### config.mk
export PLATFORM = sky130hd
export DESIGN_NAME = uart_rx_deserializer
export DESIGN_NICKNAME = d
export VERILOG_FILES = /design/src/rtl/uart_rx_deserializer.sv
export SDC_FILE = /design/constraint.sdc
export NUM_CORES = 1
export LEC_CHECK = 0
export ABC_CLOCK_PERIOD_IN_PS = 4800
export CAP_MARGIN = 20
export CORE_UTILIZATION = 45
export DETAILED_ROUTE_END_ITERATION = 8
export GPL_TIMING_DRIVEN = 0
export PLACE_DENSITY = 0.67
export RECOVER_POWER = 25
export SLEW_MARGIN = 15
export SYNTH_ARGS = -nofsm -noshare
export SYNTH_HDL_FRONTEND = slang
export SYNTH_SLANG_ARGS = --single-unit
### constraint.sdc
create_clock -name clk -period 4.8 [get_ports clk]
set_clock_uncertainty 0.1 [all_clocks]
set_input_delay 0.48 -clock clk [delete_from_list [all_inputs] [get_ports clk]]
set_output_delay 0.48 -clock clk [all_outputs]
set_load 0.005 [all_outputs]
### src/rtl/uart_rx_deserializer.sv
// uart_rx_deserializer: 8N1 serial receiver with a 2-flop input synchroniser and a one-byte valid/ready holding register.
module uart_rx_deserializer #(
   parameter int CLKS_PER_BIT = 10416,
   parameter int DATA_BITS    = 8
) (
   input  logic                 clk,
   input  logic                 reset,
   input  logic                 rs232_rx,
   output logic [DATA_BITS-1:0] rx_data,
   output logic                 rx_valid,
   input  logic                 rx_ready,
   output logic                 frame_err,
   output logic                 overrun,
   output logic                 busy
);
   localparam int CW = $clog2(CLKS_PER_BIT);
   localparam int BW = $clog2(DATA_BITS + 1);
   localparam logic [CW-1:0] HALF = CW'(CLKS_PER_BIT / 2 - 1);
   localparam logic [CW-1:0] FULL = CW'(CLKS_PER_BIT - 1);
   localparam logic [BW-1:0] LAST = BW'(DATA_BITS - 1);
   typedef enum logic [2:0] {IDLE, START, DATA, STOP, BRK} state_t;
   state_t state, nxt;
   logic s1, rx_s;
   logic [CW-1:0] cnt;
   logic [BW-1:0] bitcnt;
   logic [DATA_BITS-1:0] shreg;
   logic half, full, deliver, bad_stop;
   assign busy = state != IDLE;
   always_comb begin
      half = cnt == HALF;
      full = cnt == FULL;
      deliver = state == STOP && full && rx_s;
      bad_stop = state == STOP && full && !rx_s;
      nxt = state;
      case (state)
         IDLE:    nxt = rx_s ? IDLE : START;
         START:   nxt = half ? (rx_s ? IDLE : DATA) : START;
         DATA:    nxt = full && bitcnt == LAST ? STOP : DATA;
         STOP:    nxt = full ? (rx_s ? IDLE : BRK) : STOP;
         BRK:     nxt = rx_s ? IDLE : BRK;
         default: nxt = IDLE;
      endcase
   end
   always_ff @(posedge clk or posedge reset) begin
      if (reset) begin
         s1 <= 1'b1;
         rx_s <= 1'b1;
         state <= IDLE;
         cnt <= '0;
         bitcnt <= '0;
         shreg <= '0;
         rx_data <= '0;
         rx_valid <= 1'b0;
         frame_err <= 1'b0;
         overrun <= 1'b0;
      end else begin
         s1 <= rs232_rx;
         rx_s <= s1;
         state <= nxt;
         cnt <= (nxt != state || full) ? '0 : cnt + CW'(1);
         bitcnt <= state == DATA ? (full ? bitcnt + BW'(1) : bitcnt) : '0;
         if (state == DATA && full) shreg <= {rx_s, shreg[DATA_BITS-1:1]};
         frame_err <= bad_stop;
         // a delivery into a full register that is not being drained drops the new byte
         overrun <= deliver && rx_valid && !rx_ready;
         rx_valid <= deliver || (rx_valid && !rx_ready);
         if (deliver && (!rx_valid || rx_ready)) rx_data <= shreg;
      end
   end
endmodule

**Yosys cells after proc, flatten, opt, wreduce, memory -nomap -nowiden**

Index checks and enable logic that the tools add are counted.

- Bits in registers: 42
- Input bits: 4
- Output and inout bits: 12
- Logic and storage cells: 48

- Add/subtract/negate cells: 2
- Eq/ne operators: 9
- Mux-type cells: 10
- Reduce and logical (&&, ||, !) cells: 17

Operator list:

| operator | number |
|---|---|
| case mux 3 bit (5 select lines) | 1 |
| adder 14 x 1 -> 14 bit (second input constant) | 1 |
| equality test 14 x 13 -> 1 bit (second input constant) | 1 |
| equality test 14 bit (second input constant) | 1 |
| 2-to-1 mux 14 bit | 1 |
| logical AND 1 bit | 9 |
| 2-to-1 mux 4 bit | 2 |
| equality test 3 x 2 -> 1 bit (second input constant) | 2 |
| 2-to-1 mux 3 bit | 2 |
| adder 4 x 1 -> 4 bit (second input constant) | 1 |
| equality test 4 x 3 -> 1 bit (second input constant) | 1 |
| 2-to-1 mux 2 bit | 2 |
| equality test 3 x 1 -> 1 bit (second input constant) | 1 |
| equality test 3 bit (second input constant) | 1 |
| logical NOT 1 bit | 3 |
| logical NOT 3 bit | 1 |
| logical OR 1 bit | 3 |
| != test 3 bit | 1 |
| nonzero test 3 bit | 1 |
| 2-to-1 mux 1 bit | 2 |
| != test 2 bit (second input constant) | 1 |

**Longest topological paths before layout**

- Word-level depth: 7
- Gate-level depth with buffers: 6
- Gate-level depth less buffers: 5

**Worst setup path before layout**

No wires, ideal clock.

- Path type: reg-to-reg
- From: register cnt[0]
- To: register rx_data[0]
- Library setup time: 0.125 ns
- Data arrival time: 1.697 ns
- Data required time: 4.575 ns
- Setup slack: 2.878 ns
- Cell stages (with the launch flop): 6
- Clock period less this slack: 1.922 ns
- Path through: dfrtp_1 > ha_1 > and3_1 > nand4_4 > nor3_4 > mux2_2

- Longest elaborated chain between the ends: 4

RTL lines:

| element | RTL line | text |
|---|---|---|
| start, declared | 24 | `logic [CW-1:0] cnt;` |
| start signal, assigned | 60 | `cnt <= (nxt != state \|\| full) ? '0 : cnt + CW'(1);` |
| equality test 14 bit | 31 | `full = cnt == FULL;` |
| logical AND 1 bit (2 in a row) | 32 | `deliver = state == STOP && full && rx_s;` |
| logical AND 1 bit | 67 | `if (deliver && (!rx_valid \|\| rx_ready)) rx_data <= shreg;` |
| end signal, assigned | 67 |  |
| end, declared | 9 | `output logic [DATA_BITS-1:0] rx_data,` |

No other way between the ends.
A chain may end at the register's enable or synchronous reset.

==> results.sh <==
export IMPL_grt_setup_unrepaired="false"
export IMPL_stdcell_area_mm2=0.00220
export IMPL_r2r_setup_slack_ns=2.62
export IMPL_nets=191
export IMPL_required_ns=4.84
export IMPL_synth_edf_count=0
export IMPL_fin_util_pct=54.6
export IMPL_synth_top_flop_cell="dfrtp_1"
export IMPL_tightest_slew_ns=1.47
export IMPL_syn_to_final_growth_pct=16.2
export IMPL_synth_nets=168
export IMPL_ant_nets=0
export IMPL_drv_cap=0
export IMPL_regToRegStartpoint="cnt[0]"
export IMPL_synth_seq_cells=42
export IMPL_synthDistinctLibCells=33
export IMPL_slew_headroom_pct=1.87
export IMPL_slew_violations=0
export IMPL_postPlaceCellArea_mm2=0.00213
export IMPL_finalCriticalPeriod_ns=2.50
export IMPL_placed_cells_incl_taps=228
export IMPL_fillCellCount=358
export IMPL_overflow=0
export IMPL_portBuffers=15
export IMPL_synthCells=162
export IMPL_clock_sinks=42
export IMPL_min_to="rx_s"
export IMPL_cts_resized=0
export IMPL_cts_root_buf="clkbuf_8"
export IMPL_vias_per_cell=5.50
export IMPL_internal_power_uw=459
export IMPL_worstHoldPathCells=0
export IMPL_drc=0
export IMPL_vdd_drop_max_uv=183
export IMPL_power_density_mw_per_mm2=266
export IMPL_antenna_found_initial=0
export IMPL_cts_htree_levels=2
export IMPL_power_switching_fraction_pct=21.5
export IMPL_wl_per_cell_um=14.6
export IMPL_ys_top_cells_by_count="dfrtp_1 (40), nor2_1 (19), mux2_2 (16), xnor2_1 (11), nand2_1 (8)"
export IMPL_insertion_delay_ns=0.28
export IMPL_startpoint_type="primary input"
export IMPL_setup_tns_ns=0
export IMPL_core_area_mm2=0.00403
export IMPL_fmax_mhz=400
export IMPL_num_vias=1297
export IMPL_drt_iter0_drc=52
export IMPL_synthTopCellsByArea="dfrtp_1 (53%), mux2_2 (9.5%), xnor2_1 (5.1%)"
export IMPL_synth_top_cell_area_share_pct=52.8
export IMPL_drt_pass1_iter_count=4
export IMPL_crit_path_top_delay_cell="clkbuf_1"
export IMPL_syn_area_mm2=0.00189
export IMPL_clock_path_buffers=2
export IMPL_p_leak_uw=0.000970
export IMPL_async_flop_share_pct=100
export IMPL_num_io_pins=16
export IMPL_dp_hpwl_um=2550
export IMPL_rr_endpoint="rx_data[2]"
export IMPL_yosysTopAreaCell="dfrtp_1"
export IMPL_critPathMaxStageDelay_ns=1.13
export IMPL_fp_row_count=23
export IMPL_p_clk_share_pct=37.6
export IMPL_pwr_share_comb_pct=1.5
export IMPL_stdcell_count=236
export IMPL_crit_arrival_ns=2.54
export IMPL_ys_warnings_count=0
export IMPL_cts_hold_buffers=0
export IMPL_outcome="finished, final reports clean"
export IMPL_period_share_pct=52.1
export IMPL_totalWireLength_um=3440
export IMPL_post_cts_buffers=0
export IMPL_critPathBufInv=3
export IMPL_p_switching_uw=126
export IMPL_numCtsBuffers=5
export IMPL_grt_first_pass_wirelength_um=5840
export IMPL_hold_path_class="register to register"
export IMPL_gp_congestion=0.807
export IMPL_clk_pin_slew_worst_paths_ns=0.08
export IMPL_power_frac_seq_pct=60.8
export IMPL_final_setup_viol_count=0
export IMPL_hp_start="s1"
export IMPL_synth_most_common_cell="dfrtp_1"
export IMPL_die_area_mm2=0.00447
export IMPL_endpoint_kind="asynchronous set/reset pin"
export IMPL_die_y_um=66.9
export IMPL_crit_chain="dlygate4sd3_1 -> inv_1 -> clkbuf_1"
export IMPL_grt_pass1_vias=1269
export IMPL_die_width_um=66.9
export IMPL_start_util_pct=47.0
export IMPL_finalHoldViolations=0
export IMPL_n_antenna_cell=0
export IMPL_ys_seq_area_share_pct=55.6
export IMPL_crit_family="buffers and inverters"
export IMPL_worst_path_max_fanout=28
export IMPL_avgSynthCellArea_um2=11.7
export IMPL_grt_use_total_pct=17.8
export IMPL_grt_max_degree=29
export IMPL_worstSetupPathType="primary input to asynchronous set/reset pin"
export IMPL_reg2reg_depth=5
export IMPL_tritoncts="done"
export IMPL_drive_above_1_share_pct=18.3
export IMPL_cp_depth=3
==> worst reg2reg max path: cells and delay by family (launching register included) <==
| kind | cells | cell delay [ns] |
|---|---|---|
| and+or+nand+nor | 3 | 0.95 |
| adders and majority gates | 1 | 0.23 |
| DFF | 1 | 0.40 |
| muxes | 1 | 0.39 |
==> power groups by stage <==
stage | Clock, uW | Sequential (uW) | Combinational [uW]
after global placement | 0 | 363 | 9.16
final | 220 | 356 | 8.96
after global routing | 245 | 356 | 10.6
after detailed placement | 0 | 363 | 11.7
after floorplan | 0 | 363 | 5.33
after CTS | 229 | 356 | 11.8
==> how the worst max path moves through the flow <==
stage               slack [ns]          to  startpoint
global route              1.90    rx_valid       reset
detailed placement        2.61  rx_data[6]      cnt[0]
finish                    2.30   frame_err       reset
floorplan                 2.88  rx_data[0]      cnt[0]
global placement          2.48   bitcnt[1]       reset
CTS                       2.59        busy    state[0]
==> state kept, by name, summed over array words and instances (netlist names), 3 cells and up <==
register / cells
cnt: 14
rx_data: 8
shreg: 8
bitcnt: 4
state: 3
==> stage by stage <==
stage	power, uW	worst slack, ns	hold slack, ns
2_1_floorplan	368	2.88	0.245
5_1_grt	612	1.90	0.268
3_3_place_gp	372	2.48	0.247
4_1_cts	597	2.59	0.262
3_5_place_dp	375	2.61	0.250
6_report	585	2.30	0.261
==> cell type report <==
type                       count  area [um2]  share of cell area [%]
buffer                         1        5.00                   0.227
clock buffer                   5        68.8                    3.13
clock inverter                 3        21.3                   0.966
inverter                       7        26.3                    1.19
multi-input combinational    112         810                    36.8
sequential                    42        1050                    47.9
tap                           50        62.6                    2.84
timing repair buffer          16         154                    6.99
==> cell usage in the layout, fill, tap and decap left out, types with 6 or more instances in the layout <==
master / count
inv_1: 7
nor2_1: 19
dfrtp_1: 40
nand2_1: 8
xnor2_1: 11
nor3_1: 6
o21ai_0: 6
clkdlybuf4s50_1: 13
mux2_2: 16
==> cell families (layout without fill, tap and decap cells) <==
family | Yosys count | in the layout | share of synthesized area (%)
simple gates | 66 | 66 | 20.7
compound gates | 13 | 13 | 4.10
buf+inv | 8 | 32 | 1.65
mux | 18 | 18 | 10.6
fa+ha+maj | 2 | 2 | 1.32
flops | 42 | 42 | 55.6
xor+xnor | 13 | 13 | 6.01
==> metal layers <==
| layer | wire length (um) | share of wire [%] | global-route usage [%] |
|---|---|---|---|
| met5 | 0 | 0 | 0 |
| met4 | 23 | 0.67 | 6.38 |
| met3 | 78 | 2.3 | 5.14 |
| met2 | 1730 | 50 | 29.5 |
| met1 | 1610 | 47 | 21.8 |
Power figures use the tool's default switching activity.
